## config.mk

```make
export PLATFORM = sky130hd
export DESIGN_NAME = serial_borrow_subtractor
export DESIGN_NICKNAME = d
export VERILOG_FILES = /design/src/rtl/sbs_pkg.sv /design/src/rtl/serial_borrow_subtractor_borrow_cell.sv /design/src/rtl/serial_borrow_subtractor.sv
export SDC_FILE = /design/constraint.sdc
export NUM_CORES = 1
export LEC_CHECK = 0
export ABC_CLOCK_PERIOD_IN_PS = 1540
export BUFFER_PORTS_ARGS = -buffer_cell sky130_fd_sc_hd__buf_2
export CAP_MARGIN = 20
export CORE_ASPECT_RATIO = 1.2
export CORE_MARGIN = 1
export CORE_UTILIZATION = 45
export DETAILED_ROUTE_END_ITERATION = 10
export PLACE_DENSITY = 0.68
export REMOVE_ABC_BUFFERS = 1
export SETUP_SLACK_MARGIN = 0.4
export SLEW_MARGIN = 25
export SYNTH_ARGS = -nofsm -noshare
export SYNTH_HDL_FRONTEND = slang
export SYNTH_SLANG_ARGS = --single-unit
export TNS_END_PERCENT = 30
```

## constraint.sdc

```tcl
create_clock -name clk -period 1.54 [get_ports clk]
set_input_delay 0.231 -clock clk [delete_from_list [all_inputs] [get_ports clk]]
set_output_delay 0.231 -clock clk [all_outputs]
set_load 0.005 [all_outputs]
```

## src/rtl/sbs_pkg.sv

```systemverilog
// Shared definitions for the serial borrow-chain subtractor: FSM states,
// borrow-cell classes and the supported digit widths.
package sbs_pkg;

  typedef enum logic [1:0] {
    ST_IDLE = 2'd0,
    ST_RUN  = 2'd1,
    ST_DONE = 2'd2
  } state_t;

  typedef enum logic [1:0] {
    BC_KILL = 2'd0,
    BC_PROP = 2'd1,
    BC_GEN  = 2'd2
  } bclass_t;

  localparam int DIGIT_1 = 1;
  localparam int DIGIT_2 = 2;
  localparam int DIGIT_4 = 4;

  // Classify one bit position of x - y by how it treats the incoming borrow.
  function automatic bclass_t classify(input logic xb, input logic yb);
    if (xb == yb) begin
      return BC_PROP;
    end else if (yb) begin
      return BC_GEN;
    end else begin
      return BC_KILL;
    end
  endfunction

  function automatic logic digit_legal(input int d);
    return (d == DIGIT_1) || (d == DIGIT_2) || (d == DIGIT_4);
  endfunction

endpackage

```

## src/rtl/serial_borrow_subtractor_borrow_cell.sv

```systemverilog
// One-bit kill/propagate/generate borrow cell for x - y - b.
module borrow_cell
  import sbs_pkg::*;
(
  input  logic x,
  input  logic y,
  input  logic b,
  output logic d,
  output logic b_out
);

  bclass_t cls;

  assign cls = classify(x, y);
  assign d   = (x ^ y) ^ b;

  // Borrow out is forced by generate/kill, otherwise the incoming borrow passes.
  always_comb begin
    b_out = b;
    unique case (cls)
      BC_GEN:  b_out = 1'b1;
      BC_KILL: b_out = 1'b0;
      default: b_out = b;
    endcase
  end

endmodule

```

## src/rtl/serial_borrow_subtractor.sv

```systemverilog
// Multi-cycle subtractor diff = x - y - borrow_in, DIGIT bits per clock over a
// ripple borrow chain, with valid/ready on both sides.
// Optional feature macro: SBS_OVERFLOW_EN adds the two's-complement overflow output.
module serial_borrow_subtractor
  import sbs_pkg::*;
#(
  parameter int WIDTH = 8,
  parameter int DIGIT = 1
) (
  input  logic             clk,
  input  logic             rst,
  input  logic             in_valid,
  output logic             in_ready,
  input  logic [WIDTH-1:0] x,
  input  logic [WIDTH-1:0] y,
  input  logic             borrow_in,
  output logic             out_valid,
  input  logic             out_ready,
  output logic [WIDTH-1:0] diff,
  output logic             borrow_out,
  output logic             busy
`ifdef SBS_OVERFLOW_EN
  ,
  output logic             overflow
`endif
);

  localparam int N     = WIDTH / DIGIT;
  localparam int CNT_W = (N > 1) ? $clog2(N) : 1;
  localparam logic [CNT_W-1:0] LAST = CNT_W'(N - 1);

  if (!digit_legal(DIGIT) || (WIDTH % DIGIT) != 0) begin : g_bad_cfg
    $error("serial_borrow_subtractor: DIGIT must be 1, 2 or 4 and divide WIDTH");
  end

  state_t           state_q, state_d;
  logic [CNT_W-1:0] cnt_q, cnt_d;
  logic [WIDTH-1:0] xs_q, xs_d;
  logic [WIDTH-1:0] ys_q, ys_d;
  logic             b_q, b_d;
  logic [WIDTH-1:0] diff_q, diff_d;
  logic             bo_q, bo_d;

  // The operand registers shift right one digit per clock, so the digit under
  // resolution always sits in the low DIGIT bits.
  logic [DIGIT-1:0] cd;
  logic [DIGIT:0]   cb;

  assign cb[0] = b_q;

  for (genvar i = 0; i < DIGIT; i++) begin : g_chain
    borrow_cell u_cell (
      .x    (xs_q[i]),
      .y    (ys_q[i]),
      .b    (cb[i]),
      .d    (cd[i]),
      .b_out(cb[i+1])
    );
  end

`ifdef SBS_OVERFLOW_EN
  // Sign bits are kept separately because the shifting operands lose them.
  logic xm_q, xm_d;
  logic ym_q, ym_d;
  logic ovf_q, ovf_d;
`endif

  // Next-state, operand capture and per-digit result write.
  always_comb begin
    state_d = state_q;
    cnt_d   = cnt_q;
    xs_d    = xs_q;
    ys_d    = ys_q;
    b_d     = b_q;
    diff_d  = diff_q;
    bo_d    = bo_q;
`ifdef SBS_OVERFLOW_EN
    xm_d    = xm_q;
    ym_d    = ym_q;
    ovf_d   = ovf_q;
`endif
    unique case (state_q)
      ST_IDLE: begin
        if (in_valid) begin
          state_d = ST_RUN;
          cnt_d   = '0;
          xs_d    = x;
          ys_d    = y;
          b_d     = borrow_in;
          diff_d  = '0;
          bo_d    = 1'b0;
`ifdef SBS_OVERFLOW_EN
          xm_d    = x[WIDTH-1];
          ym_d    = y[WIDTH-1];
          ovf_d   = 1'b0;
`endif
        end
      end
      ST_RUN: begin
        xs_d  = xs_q >> DIGIT;
        ys_d  = ys_q >> DIGIT;
        b_d   = cb[DIGIT];
        cnt_d = cnt_q + CNT_W'(1);
        for (int k = 0; k < N; k++) begin
          if (cnt_q == CNT_W'(k)) begin
            diff_d[k*DIGIT +: DIGIT] = cd;
          end
        end
        if (cnt_q == LAST) begin
          state_d = ST_DONE;
          bo_d    = cb[DIGIT];
`ifdef SBS_OVERFLOW_EN
          ovf_d   = (xm_q ^ ym_q) & (xm_q ^ cd[DIGIT-1]);
`endif
        end
      end
      ST_DONE: begin
        if (out_ready) begin
          state_d = ST_IDLE;
        end
      end
      default: state_d = ST_IDLE;
    endcase
  end

  // State and datapath registers; reset returns every output to its idle value.
  always_ff @(posedge clk or posedge rst) begin
    if (rst) begin
      state_q <= ST_IDLE;
      cnt_q   <= '0;
      xs_q    <= '0;
      ys_q    <= '0;
      b_q     <= 1'b0;
      diff_q  <= '0;
      bo_q    <= 1'b0;
`ifdef SBS_OVERFLOW_EN
      xm_q    <= 1'b0;
      ym_q    <= 1'b0;
      ovf_q   <= 1'b0;
`endif
    end else begin
      state_q <= state_d;
      cnt_q   <= cnt_d;
      xs_q    <= xs_d;
      ys_q    <= ys_d;
      b_q     <= b_d;
      diff_q  <= diff_d;
      bo_q    <= bo_d;
`ifdef SBS_OVERFLOW_EN
      xm_q    <= xm_d;
      ym_q    <= ym_d;
      ovf_q   <= ovf_d;
`endif
    end
  end

  assign in_ready   = (state_q == ST_IDLE);
  assign out_valid  = (state_q == ST_DONE);
  assign busy       = (state_q != ST_IDLE);
  assign diff       = diff_q;
  assign borrow_out = bo_q;
`ifdef SBS_OVERFLOW_EN
  assign overflow   = ovf_q;
`endif

endmodule

```

==> run_results.csv <==
group,metric,value,unit
status,outcome,"completed",
worst_setup_path,worst-path-buf-inv,2,
grt,grtUsageTotal,20.0,%
power,pwr-share-clk,14.8,%
worst_setup_path,cp_top_family,"flip-flops",
timing,slew_headroom,73.4,%
final_layout,antenna_cells,0,
power,switchingPower,0.00151,W
logic_synthesis,ys_seq_elements,31,
final_layout,nFillCells,282,
worst_setup_path,r2r-end,"diff[7]",
final_layout,layout_common_cells,"buf_2 (32), dfrtp_1 (29), nand2_1 (17), o21ai_0 (17), mux2i_1 (14)",
worst_setup_path,crit_type,"reg2reg",
logic_synthesis,synth_area,1570,um2
worst_setup_path,reg2reg_slack,0.11,ns
routing,initialDrtViolationCount,34,
power,p_comb_share,49.9,%
worst_setup_path,cp_max_fo,5,
timing,max_freq,700,MHz
timing,slew_violations,0,
grt,grt_pass1_wl,5600,um
floorplan,initial_core_util,47.0,%
job,maxCapViolCount,0,
floorplan,die_area,3720,um2
clocking,clk_path_buf_depth,2,
clocking,ctsRootBufferMaster,"clkbuf_8",
power,p_int,0.00259,W
place,numPortBuffers,32,
routing,drt-total-wl,3320,um
logic_synthesis,seq_area_frac_synth,49.5,%
worst_setup_path,cp_common_cell,"buf_4",
clocking,clk_pin_slew,0.06,ns
floorplan,core_area,3340,um2
place,gp_congestion,0.783,
clocking,cts_buffers,5,
routing,drc,0,
logic_synthesis,yosys_warnings,0,
timing,min_period_over_period,92.8,%
grt,antenna_found_initial,0,
worst_setup_path,worstPathArrival,1.61,ns
worst_setup_path,setup.worst_path.end_class,"flip-flop",
floorplan,rows,23,
timing,hold_ws,0.0183,ns
final_layout,layout_commonest_cell,"buf_2",
timing,period_minus_slack,1.43,ns
routing,firstDrtPassIters,4,
worst_setup_path,cp-startpoint,"state_q[1]",
worst_setup_path,worstRegToRegCells,4,
clocking,clock-sinks,31,
hold_path,min_path_type,"in2async",
routing,num_vias,1179,
final_layout,layout-drive-gt1-share,40.6,%
worst_setup_path,slowest_delay,0.48,ns
power,peakVddDrop,0.00121,V
timing,finalHoldViolations,0,
worst_setup_path,r2r_start,"state_q[1]",
logic_synthesis,syn_inst,137,
timing,rsz0062_at_grt,"yes",
worst_setup_path,cpMaxStageDelayCell,"dfrtp_2",
power,p_sw_share,36.8,%
power,powerDensity,2030,nW/um2
floorplan,die_w,55.9,um
power,p_leak,0.978,nW
timing,skew,0.00436,ns
timing,timing.final.ws_setup,0.111,ns
grt,grt_pass1_vias,1187,
logic_synthesis,syn_avg_cell_area,11.4,um2
place,pre_cts_ws,0.0574,ns
logic_synthesis,synthDistinctLibCells,29,
floorplan,ios,33,
worst_setup_path,start_kind,"flip-flop",
worst_setup_path,cp_cell_sequence,"buf_4 > nand2b_4 > buf_4 > o41ai_2",
final_layout,area_delta_synth_final,29.1,%
place,dp_hpwl,2100,um
clocking,h-tree-depth,2,
clocking,insertion_delay,0.29,ns
routing,via_per_inst,5.26,
final_layout,final_core_util,60.6,%
floorplan,die_y,66.7,um
clocking,cts_tree,"yes",
routing,drt-wirelength-per-cell,14.8,um
grt,grt_max_degree,32,
timing,tightest_slew,0.400,ns
worst_setup_path,critPathRequiredTime,1.72,ns
final_layout,layout.nets,213,
power,power_frac_seq,35.2,%
routing,ant_nets,0,
timing,setup_viol,0,
grt,grt-ovfl-total,0,
logic make-up after synthesis:
logic type | synth area share (%)
muxes | 14.0
buffers and inverters | 6.78
AOI/OAI and AO/OA | 13.2
and+or+nand+nor | 9.74
adders and majority gates | 5.43
DFF | 49.5
xor gates and xnor gates | 1.44
area by class of cell:
class | instances | area (um2) | area share [%]
Clock buffer | 7 | 76.3 | 3.77
Timing Repair Buffer | 51 | 352 | 17.4
Sequential cell | 31 | 778 | 38.5
Clock inverter | 1 | 5.00 | 0.247
Inverter | 7 | 26.3 | 1.30
Multi-Input combinational cell | 90 | 739 | 36.5
Tap cell | 37 | 46.3 | 2.29
per-stage QoR:
stage | cell area, um2 | total power, W | setup TNS (ns) | std cells
after floorplan | 1490 | 0.00253 | -13.89 | 128
after global placement | 1740 | 0.00298 | 0 | 203
after detailed placement | 1740 | 0.00308 | 0 | 203
after CTS | 1990 | 0.00407 | 0 | 222
after global routing | 2020 | 0.00444 | 0 | 224
final | 2020 | 0.00411 | 0 | 224
per-layer routing:
metal	track usage [%]	up-vias	wire length, um
met5	0	-	0
met4	9.15	0	70
met3	6.02	7	149
met2	34.0	24	1700
met1	23.5	578	1400
li1	-	570	-
registers in the layout, indices dropped and copies added, names as in the netlist:
register    count
b_q             1
xs_q            8
diff            8
state_q         2
cnt_q           3
borrow_out      1
ys_q            8
worst min-delay path, delay by kind of cell:
family	cells	cell delay, ns
buf+inv	3	0.50
how the worst max path moves through the flow:
stage | end | slack, ns | cells past startpoint
CTS | busy | 0.18 | 3
floorplan | b_q | -0.72 | 2
global placement | diff[4] | 0.11 | 3
global route | diff[2] | 0.07 | 3
detailed placement | diff[2] | 0.06 | 3
finish | diff[7] | 0.11 | 4
cell usage after synthesis (all sizes together):
master | instances | area share, %
inv | 7 | 1.7
buf | 8 | 4.9
mux2i | 14 | 8.9
a22o | 3 | 1.7
a31oi | 3 | 1.2
nand2 | 17 | 4.1
o21ai | 19 | 6.1
maj3 | 1 | 0.64
dfrtp | 31 | 49
nor2 | 2 | 0.64
a222oi | 1 | 0.64
nor2b | 4 | 1.8
nor3b | 2 | 2.0
a21oi | 5 | 1.6
mux2 | 7 | 5.0
o31ai | 1 | 0.48
o21bai | 1 | 0.48
xnor3 | 1 | 1.4
nand2b | 2 | 1.3
clkbuf | 1 | 0.24
ha | 6 | 4.8
o41ai | 1 | 1.0
timing repair:
item,4_1_cts,5_1_grt
setup buffers,11,2
setup endpoints to repair,34,34
hold buffers,0,0
pin swaps,4,1
cloned,0,0
gates resized for setup,17,4
power groups by stage:
stage	combinational (W)	clock, W	sequential, W
finish	0.00205	0.000609	0.00145
global route	0.00228	0.000663	0.00150
CTS	0.00200	0.000628	0.00144
detailed placement	0.00162	0	0.00145
global placement	0.00155	0	0.00143
floorplan	0.00112	0	0.00141
(Power assumes the default switching activity.)
